==> src/rtl/ntt_commutor_sched.sv <==
// Sequencing controller for the 8-lane NTT commutator pipeline: admits one
// polynomial's frames, strobes both commutator stages and signals completion.
module ntt_commutor_sched #(
    parameter int unsigned FRAMES     = 64,
    parameter int unsigned STAGE1_LAT = 9,
    parameter int unsigned TAIL_LAT   = 8
) (
    input  logic                      clk_i,
    input  logic                      rst_i,
    input  logic                      start_i,
    input  logic                      in_valid_i,
    output logic                      in_ready_o,
    output logic                      s0_valid_o,
    output logic [2:0]                s0_sel_o,
    output logic                      s1_valid_o,
    output logic [2:0]                s1_sel_o,
    output logic [$clog2(FRAMES)-1:0] frame_idx_o,
    output logic                      busy_o,
    output logic                      ntt_end_o
);

    localparam int unsigned FW = $clog2(FRAMES);
    localparam int unsigned CW = FW + 1;
    localparam int unsigned TW = $clog2(TAIL_LAT + 1);

    typedef enum logic [1:0] {
        S_IDLE  = 2'd0,
        S_LOAD  = 2'd1,
        S_DRAIN = 2'd2,
        S_END   = 2'd3
    } state_e;

    state_e                state_q, state_d;
    logic [FW-1:0]         frame_idx_q, frame_idx_d;
    logic [2:0]            s0_sel_q, s0_sel_d;
    logic [2:0]            s1_sel_q, s1_sel_d;
    logic [STAGE1_LAT-1:0] sr_q, sr_d;
    logic [CW-1:0]         s1_cnt_q, s1_cnt_d;
    logic [TW-1:0]         tail_q, tail_d;

    logic accept_c;
    logic s1_strobe_c;
    logic last_s1_c;
    logic tail_done_c;

    assign accept_c    = in_valid_i && (state_q == S_LOAD);
    assign s1_strobe_c = sr_q[STAGE1_LAT-1];
    assign last_s1_c   = s1_strobe_c && (s1_cnt_q == CW'(FRAMES - 1));
    // With a one-cycle tail the final stage-1 strobe itself must trigger END.
    assign tail_done_c = last_s1_c ? (TAIL_LAT == 1) : (tail_q == TW'(1));

    // State register
    always_ff @(posedge clk_i) begin
        if (rst_i) begin
            state_q <= S_IDLE;
        end else begin
            state_q <= state_d;
        end
    end

    // Next-state logic
    always_comb begin
        state_d = state_q;
        case (state_q)
            S_IDLE: begin
                if (start_i) begin
                    state_d = S_LOAD;
                end
            end
            S_LOAD: begin
                if (accept_c && (frame_idx_q == FW'(FRAMES - 1))) begin
                    state_d = S_DRAIN;
                end
            end
            S_DRAIN: begin
                if (tail_done_c) begin
                    state_d = S_END;
                end
            end
            S_END: begin
                state_d = S_IDLE;
            end
            default: begin
                state_d = S_IDLE;
            end
        endcase
    end

    // Output decode; control outputs follow the state register directly
    always_comb begin
        in_ready_o  = 1'b0;
        busy_o      = 1'b1;
        ntt_end_o   = 1'b0;
        s0_valid_o  = accept_c;
        s1_valid_o  = s1_strobe_c;
        s0_sel_o    = s0_sel_q;
        s1_sel_o    = s1_sel_q;
        frame_idx_o = frame_idx_q;
        case (state_q)
            S_IDLE:  busy_o     = 1'b0;
            S_LOAD:  in_ready_o = 1'b1;
            S_END:   ntt_end_o  = 1'b1;
            default: busy_o     = 1'b1;
        endcase
    end

    // Frame, select and tail counters plus the stage-1 alignment delay line
    always_comb begin
        frame_idx_d = frame_idx_q;
        s0_sel_d    = s0_sel_q;
        s1_sel_d    = s1_sel_q;
        s1_cnt_d    = s1_cnt_q;
        tail_d      = tail_q;
        sr_d        = STAGE1_LAT'({sr_q, accept_c});

        if (accept_c) begin
            frame_idx_d = frame_idx_q + FW'(1);
            s0_sel_d    = s0_sel_q + 3'd1;
        end

        if (s1_strobe_c) begin
            s1_sel_d = s1_sel_q + 3'd1;
            s1_cnt_d = s1_cnt_q + CW'(1);
        end

        if (last_s1_c) begin
            tail_d = TW'(TAIL_LAT - 1);
        end else if (tail_q != '0) begin
            tail_d = tail_q - TW'(1);
        end

        if ((state_q == S_IDLE) && start_i) begin
            frame_idx_d = '0;
            s0_sel_d    = '0;
            s1_sel_d    = '0;
            s1_cnt_d    = '0;
            tail_d      = '0;
        end

        if (state_q == S_END) begin
            s0_sel_d = '0;
            s1_sel_d = '0;
        end
    end

    always_ff @(posedge clk_i) begin
        if (rst_i) begin
            frame_idx_q <= '0;
            s0_sel_q    <= '0;
            s1_sel_q    <= '0;
            s1_cnt_q    <= '0;
            tail_q      <= '0;
            sr_q        <= '0;
        end else begin
            frame_idx_q <= frame_idx_d;
            s0_sel_q    <= s0_sel_d;
            s1_sel_q    <= s1_sel_d;
            s1_cnt_q    <= s1_cnt_d;
            tail_q      <= tail_d;
            sr_q        <= sr_d;
        end
    end

endmodule

==> config.mk <==
export PLATFORM = sky130hd
export DESIGN_NAME = ntt_commutor_sched
export DESIGN_NICKNAME = d
export VERILOG_FILES = /design/src/rtl/ntt_commutor_sched.sv
export SDC_FILE = /design/constraint.sdc
export NUM_CORES = 1
export LEC_CHECK = 0
export BUFFER_PORTS_ARGS = -buffer_cell sky130_fd_sc_hd__buf_2
export CORE_AREA = 10 10 75 58
export DETAILED_ROUTE_END_ITERATION = 6
export DIE_AREA = 0 0 85 68
export PLACE_DENSITY = 0.7
export SYNTH_ARGS = -nofsm -noshare
export SYNTH_HDL_FRONTEND = slang
export SYNTH_SLANG_ARGS = --single-unit
==> constraint.sdc <==
create_clock -name clk_i -period 1.8 [get_ports clk_i]
set_input_delay 0.09 -clock clk_i [delete_from_list [all_inputs] [get_ports clk_i]]
set_output_delay 0.09 -clock clk_i [all_outputs]
set_load 0.02 [all_outputs]
* Word level (Yosys, flattened, before mapping)
Index checks and enable logic that the tools add are counted.
** Word-level totals
- Flip-flop bits (word level) :: 34
- Bits of input ports :: 4
- Logic and storage cells :: 43
** Cells by class
- Eq/ne operators :: 9
- Add/subtract/negate cells :: 5
- Muxes and demuxes :: 10
- Reduce and logical (&&, ||, !) cells :: 11
** Operator list (count)
- 2-bit case mux with 4 select lines :: 1
- 7-bit by 1-bit adder with 7-bit output, second input constant :: 1
- 7-bit by 6-bit equality test with 1-bit output, second input constant :: 1
- 3-bit by 1-bit adder with 3-bit output, second input constant :: 2
- 6-bit by 1-bit adder with 6-bit output, second input constant :: 1
- 6-bit equality test, second input constant :: 1
- 2-bit two-way mux :: 3
- 3-bit two-way mux :: 2
- 3-bit OR reduction :: 2
- 2-bit equality test, second input constant :: 2
- 4-bit by 1-bit equality test with 1-bit output, second input constant :: 1
- 1-bit logical AND :: 4
- 1-bit two-way mux :: 4
- 2-bit inequality test, second input constant :: 2
- 4-bit nonzero test :: 1
- 4-bit by 1-bit subtractor with 4-bit output, second input constant :: 1
- 3-bit AND reduction :: 1
- 2-bit by 1-bit equality test with 1-bit output, second input constant :: 1
- 2-bit zero test :: 1
- 2-bit by 1-bit inequality test with 1-bit output, second input constant :: 1
- 2-bit nonzero test :: 1
- 2-bit OR reduction :: 1

* Longest topological paths before layout
Gate-level depths: netlist (run 1).
- Word-level depth :: 5
- Gate-level depth with buffers :: 7

* Least setup slack after synthesis (run 1)
OpenSTA, ideal clock, no wires.
- Path type :: register to register
- From :: register state_q[1]
- To :: register frame_idx_q[4], in the netlist frame_idx_o[4]
- Clock period less this slack :: 1.639 ns
- Data arrival time :: 1.569 ns
- Stages on the path, launching flop included :: 8
- Slack :: 0.161 ns
- Cell sequence :: dfxtp_1 > inv_1 > ha_1 > nand2_1 > inv_2 > nand2_1 > or3_1 > a21oi_1
** RTL lines
- start, declared :: RTL line 33 : state_e state_q, state_d;
- start signal, assigned :: RTL line 57 : state_q <= state_d;
- 2-bit by 1-bit equality test with 1-bit output :: RTL line 46 : assign accept_c = in_valid_i && (state_q == S_LOAD);
- 1-bit logical AND :: RTL line 46
- via s0_valid_o :: RTL line 13 : output logic s0_valid_o,
- end signal, assigned :: RTL line 155 : frame_idx_q <= frame_idx_d;
- end, declared :: RTL line 34 : logic [FW-1:0] frame_idx_q, frame_idx_d;
The timed path passes the listed nets, and every way through them passes these cells.
A chain may end at the register's enable or synchronous reset.

* Worst setup path in the final report (run 1)
- From :: register state_q[1]
- To :: register frame_idx_q[4], in the netlist frame_idx_o[4]
** Between the ends
- Longest elaborated chain between the ends :: 3
** Ends and longest elaborated chain
- 2-bit zero test :: RTL line 132 : if ((state_q == S_IDLE) && start_i) begin
- 1-bit logical AND :: RTL line 132
- 2-bit OR reduction (no source line)
Several ways; a longest one is shown, not always the timed one.

==> results.yml, run 1 <==
critical_path:
  critical_path.startpoint: "state_q[1]$_SDFFE_PP0P_"
  critPathKind: "reg2reg"
  crit_buf_inv: 2
  cpMostUsedCell: "nand2_1"
  start_kind: "flop"
  r2r_start: "state_q[1]$_SDFFE_PP0P_"
  critical_path.endpoint_type: "flop"
  required_ns: 2.02
  path_max_fanout: 9
  cp_top_family: "simple AND/OR/NAND/NOR gates"
  cpPeakStageDelay_ns: 0.34
  arrival_ns: 1.78
  crit_chain: "inv_1 > ha_1 > nand2_1 > inv_2 > nand2_1 > or3_1 > a21oi_1"
  r2r_slack_ns: 0.24
  cp_slowest_cell: "dfxtp_1"
sta:
  min_period_ns: 1.56
  setup_viol: 0
  maxSlewViolCount: 0
  max-slew-margin-rel_pct: 79.2
  hold-worst-slack_ns: 0.138
  fmax_ghz: 0.640
  fin_setup_tns_ns: 0
  tightest_slew_ns: 0.307
  skew_ns: 0.00799
  finalHoldViolations: 0
  rsz0062_at_grt: "false"
  fin_crit_sh_pct: 86.8
placement:
  place_hpwl_um: 2020
  gp_congestion: 0.790
  numPortBuffers: 20
logic_synthesis:
  synthTopCellsByArea: "dfxtp_1, ha_1, xor2_1, nor2_1, nand2_1"
  synth_area_um2: 1430
  seq_area_frac_synth_pct: 47.6
  synth_largest_area_cell: "dfxtp_1"
  synthesis.nets: 166
  ys_ff_latch: 34
  ys_warn_count: 0
  ys_types: 31
  synth_top_area_share_pct: 47.6
  synthCells: 150
  syn-mean-instance-area_um2: 9.53
pwr:
  p_sw_uw: 682
  internal_power_uw: 1510
  power_density_nw_per_um2: 1310
  pwr-share-comb_pct: 27.6
  sw_frac_of_total_pct: 31.1
  pwr-share-clk_pct: 32.2
  total_leakage_power_uw: 0.000719
  vdd_drop_max_uv: 926
  p_seq_share_pct: 40.2
routing:
  drt_iter0_drc: 67
  ant_nets: 0
  wire_per_inst_um: 12.7
  num_vias: 1031
  vias_per_cell: 4.86
  firstDrtPassIters: 4
  drc: 0
  wl_um: 2700
grt:
  antenna_found_initial: 0
  grt_pass1_vias: 1030
  gr-total-overflow: 0
  globalRouteTotalUtil_pct: 9.69
  grt_max_degree: 18
  grt_pass1_wl_um: 4460
cells_and_area:
  final_cell_mix: "dfxtp_1, buf_2, nor2_1"
  layout_commonest_cell: "dfxtp_1"
  antennaDiodeCount: 0
  fill_cells: 265
  layout-drive-gt1-share_pct: 19.0
  fin_util_pct: 55.9
  fin_nets: 190
  area_delta_synth_final_pct: 17.3
clocking:
  clockBufferDepth: 2
  clock_sinks: 34
  cts_root_buf: "clkbuf_8"
  clk_pin_slew_ns: 0.07
  ctsHoldBuffers: 0
  postCtsSetupRepairBufs: 0
  clkLatencyLatePin_ns: 0.28
  cts_resized: 0
  cts-htree-levels: 2
  numCtsBuffers: 5
  cts_tree: "yes"
floorplanning:
  fp.dieH_um: 68
  num_rows: 17
  ioPinCount: 21
  die_w_um: 85
  dieArea_um2: 5780
  coreArea_um2: 3000
  initial_core_util_pct: 47.6
job:
  max_cap_violations: 0
outcome:
  status: "completed"
hold_path:
  hp-start: "rst_i"
  hp-class: "in2reg"
## worst reg2reg max path: stages, from the launching register on
cell     delay [ns]
dfxtp_1        0.34
inv_1          0.11
ha_1           0.20
nand2_1        0.12
inv_2          0.16
nand2_1        0.11
or3_1          0.33
a21oi_1        0.14
## logic make-up (layout without fill, tap and decap cells)
logic type | Yosys count | in the layout | share of synthesized area, %
simple gates | 57 | 57 | 19.7
flops | 34 | 34 | 47.6
compound gates | 18 | 18 | 7.71
xor+xnor | 14 | 14 | 8.58
fa+ha+maj | 12 | 12 | 10.5
buf+inv | 12 | 36 | 3.76
mux | 3 | 3 | 2.10
## per-layer routing
metal	track usage, %	vias up	routed length, um
li1	-	538	-
met1	9.86	465	1220
met2	15.5	22	1210
met3	5.93	6	224
met4	5.33	0	46
met5	0	-	0
## power groups by stage
stage          registers, uW  clock network [uW]  logic [uW]
2_1_floorplan            894                   0         466
3_5_place_dp             897                   0         606
5_1_grt                  890                 748         690
4_1_cts                  881                 721         609
6_report                 881                 705         604
3_3_place_gp             891                   0         582
## metrics by stage
step | setup slack (ns) | std cells | cell area [um2] | power, uW
after floorplan | 0.161 | 150 | 1430 | 1360
after global placement | 0.340 | 205 | 1560 | 1470
after detailed placement | 0.229 | 205 | 1560 | 1500
after CTS | 0.228 | 212 | 1680 | 2210
after global routing | 0.115 | 212 | 1680 | 2330
final | 0.237 | 212 | 1680 | 2190
## cell usage after synthesis
cell / instances
dfxtp_1: 34
nor2_1: 18
nand2_1: 14
ha_1: 12
a21oi_1: 9
nor2b_1: 8
xor2_1: 8
inv_1: 6
xnor2_1: 6
o21ai_0: 4
or3_1: 4
clkbuf_1: 3
mux2i_1: 3
nand4_1: 3
nand2b_1: 2
a211o_1: 1
a211oi_2: 1
a21o_1: 1
and3_1: 1
buf_2: 1
buf_6: 1
inv_2: 1
nand3_1: 1
nand3_2: 1
nor3_1: 1
nor3b_1: 1
nor4_1: 1
o21a_1: 1
o311ai_1: 1
or2_1: 1
or3b_2: 1
## flip-flops by register name (all words and copies together) (netlist names)
register,flops
frame_idx_o,6
sr_q,9
tail_q,4
s1_sel_o,3
state_q,2
s0_sel_o,3
s1_cnt_q,7
## path summary, 6_finish.rpt
path	endpoint	cells past startpoint
max	frame_idx_o[4]$_SDFFE_PP0P_	7
min	state_q[0]$_SDFFE_PP0P_	2
max reg2reg	frame_idx_o[4]$_SDFFE_PP0P_	7
min reg2reg	sr_q[5]$_SDFF_PP0_	1
## layout make-up
class / instances / area, um2 / area share, %
multi-input combinational: 104 / 694 / 41.4
sequential: 34 / 681 / 40.6
timing repair buffer: 22 / 115 / 6.87
clock buffer: 6 / 82.6 / 4.93
tap: 38 / 47.5 / 2.84
clock inverter: 1 / 30.0 / 1.79
inverter: 7 / 26.3 / 1.57
Note: power is estimated with default switching activity, not from simulation.
==> inputs of run 2 (changes only) <==
--- a/config.mk
+++ b/config.mk
@@ -6,9 +6,9 @@
 export NUM_CORES = 1
 export LEC_CHECK = 0
 export BUFFER_PORTS_ARGS = -buffer_cell sky130_fd_sc_hd__buf_2
-export CORE_AREA = 10 10 75 58
+export CORE_AREA = 4 4 69 52
 export DETAILED_ROUTE_END_ITERATION = 6
-export DIE_AREA = 0 0 85 68
+export DIE_AREA = 0 0 73 56
 export PLACE_DENSITY = 0.7
 export SYNTH_ARGS = -nofsm -noshare
 export SYNTH_HDL_FRONTEND = slang
==> constraint.sdc (replaced) <==
create_clock -name clk_i -period 1.8 [get_ports clk_i]
set_input_delay 0.09 -clock clk_i [delete_from_list [all_inputs] [get_ports clk_i]]
set_output_delay 0.09 -clock clk_i [all_outputs]
set_load 0.01 [all_outputs]
==> results.yml, run 2 (same netlist as run 1, synthesis figures left out) <==
outcome:
  status: "completed"
sta:
  tightest_slew_ns: 0.303
  max-slew-margin-rel_pct: 79.6
  fin_setup_tns_ns: 0
  finalHoldViolations: 0
  min_period_ns: 1.61
  skew_ns: 0.00388
  fmax_ghz: 0.623
  setup_ws_ns: 0.194
  rsz0062_at_grt: "false"
  hold-worst-slack_ns: 0.127
  maxSlewViolCount: 0
  setup_viol: 0
  fin_crit_sh_pct: 89.2
routing:
  num_vias: 1026
  drt_iter0_drc: 10
  vias_per_cell: 4.82
  wire_per_inst_um: 12.2
  firstDrtPassIters: 4
  ant_nets: 0
  wl_um: 2600
  drc: 0
cells_and_area:
  area_delta_synth_final_pct: 15.8
  layout-drive-gt1-share_pct: 18.9
  largest_reg_flops: 9
  multiInputGateArea_um2: 694
  regMostFlops: "sr_q"
  layout_commonest_cell: "dfxtp_1"
  final_cell_mix: "dfxtp_1, buf_2, nor2_1"
  fin_util_pct: 55.2
  regArea_um2: 681
  antennaDiodeCount: 0
  fill_cells: 279
  fin_nets: 190
clocking:
  cts_root_buf: "clkbuf_8"
  clkLatencyLatePin_ns: 0.28
  ctsHoldBuffers: 0
  numCtsBuffers: 5
  cts_resized: 0
  cts-htree-levels: 2
  clockBufferDepth: 2
  clk_pin_slew_ns: 0.06
  postCtsSetupRepairBufs: 0
  cts_tree: "yes"
  clock_sinks: 34
critical_path:
  required_ns: 2.01
  path_max_fanout: 9
  critical_path.endpoint_type: "flop"
  arrival_ns: 1.82
  critPathKind: "reg2reg"
  cp_top_family: "simple AND/OR/NAND/NOR gates"
  r2r_start: "state_q[1]$_SDFFE_PP0P_"
  crit_chain: "inv_1 > ha_1 > nand2_1 > inv_2 > nand2_1 > or3_1 > a21oi_1"
  timing.rr.end: "frame_idx_o[4]$_SDFFE_PP0P_"
  cp_slowest_cell: "dfxtp_1"
  worst-r2r-cell-count: 7
  cpMostUsedCell: "nand2_1"
  cpPeakStageDelay_ns: 0.34
  r2r_slack_ns: 0.19
  crit_buf_inv: 2
  start_kind: "flop"
floorplanning:
  fp.dieH_um: 56
  initial_core_util_pct: 47.6
  dieArea_um2: 4090
  num_rows: 17
  ioPinCount: 21
  coreArea_um2: 3000
  die_w_um: 73
pwr:
  internal_power_uw: 1370
  p_seq_share_pct: 43.9
  vdd_drop_max_uv: 581
  pwr-share-clk_pct: 28.0
  power_density_nw_per_um2: 1210
  p_sw_uw: 636
  sw_frac_of_total_pct: 31.6
  total_leakage_power_uw: 0.000710
  pwr-share-comb_pct: 28.2
grt:
  globalRouteTotalUtil_pct: 14.3
  grt_max_degree: 18
  grt_pass1_vias: 986
  antenna_found_initial: 0
  gr-total-overflow: 0
  grt_pass1_wl_um: 4490
placement:
  numPortBuffers: 20
  place_hpwl_um: 1990
  gp_congestion: 0.707
  pre_cts_slack_ns: 0.225
hold_path:
  hp-start: "rst_i"
  hp-class: "in2reg"
  whs_endpoint: "state_q[0]$_SDFFE_PP0P_"
  min_path_cells: 2
job:
  max_cap_violations: 0
==> run 2: changes by cell type in the layout (fill, tap and decap cells not counted), sizes merged <==
cell and change:
bufinv -1, clkbuf +1, clkinv +1
==> run 2: layout make-up <==
| type | instances | area share [%] |
|---|---|---|
| Clock buffer | 7 | 5.22 |
| Clock inverter | 1 | 0.302 |
| Inverter | 7 | 1.59 |
| Multi-Input combinational cell | 104 | 42.0 |
| Sequential cell | 34 | 41.1 |
| Tap cell | 38 | 2.87 |
| Timing Repair Buffer | 22 | 6.95 |
==> run 2: worst max-delay path by stage <==
stage / startpoint / endpoint / slack, ns / cells past startpoint
after floorplan: state_q[1]$_SDFFE_PP0P_ / frame_idx_o[4]$_SDFFE_PP0P_ / 0.30 / 7
after global placement: state_q[1]$_SDFFE_PP0P_ / frame_idx_o[4]$_SDFFE_PP0P_ / 0.34 / 7
after detailed placement: state_q[1]$_SDFFE_PP0P_ / frame_idx_o[4]$_SDFFE_PP0P_ / 0.22 / 7
after CTS: state_q[1]$_SDFFE_PP0P_ / frame_idx_o[4]$_SDFFE_PP0P_ / 0.20 / 7
after global routing: state_q[1]$_SDFFE_PP0P_ / frame_idx_o[4]$_SDFFE_PP0P_ / 0.06 / 7
final: state_q[1]$_SDFFE_PP0P_ / frame_idx_o[4]$_SDFFE_PP0P_ / 0.19 / 7
==> run 2: through the flow <==
stage               cell area (um2)  std cells  total power, uW
floorplan                      1430        150             1320
global placement               1560        205             1440
detailed placement             1560        205             1460
CTS                            1660        213             2040
global route                   1660        213             2150
finish                         1660        213             2010
==> run 2: routing by layer <==
metal	track usage, %	share of wire [%]
met5	0	0
met4	6.32	1.8
met3	6.86	5.9
met2	21.8	45
met1	16.8	48
==> run 2: worst reg2reg max path, delay by kind of cell, from the launching register on <==
kind                     cells  cell delay (ns)
adder cells (fa/ha/maj)      1             0.22
AO/OA/AOI/OAI                1             0.14
AND/OR/NAND/NOR              3             0.55
flip-flops                   1             0.34
buffers and inverters        2             0.28
==> run 2: power groups by stage <==
stage	sequential, uW	combinational (uW)	clock, uW
final	882	566	563
after global routing	887	649	617
after CTS	880	574	586
after detailed placement	895	567	0
after global placement	891	546	0
after floorplan	887	435	0
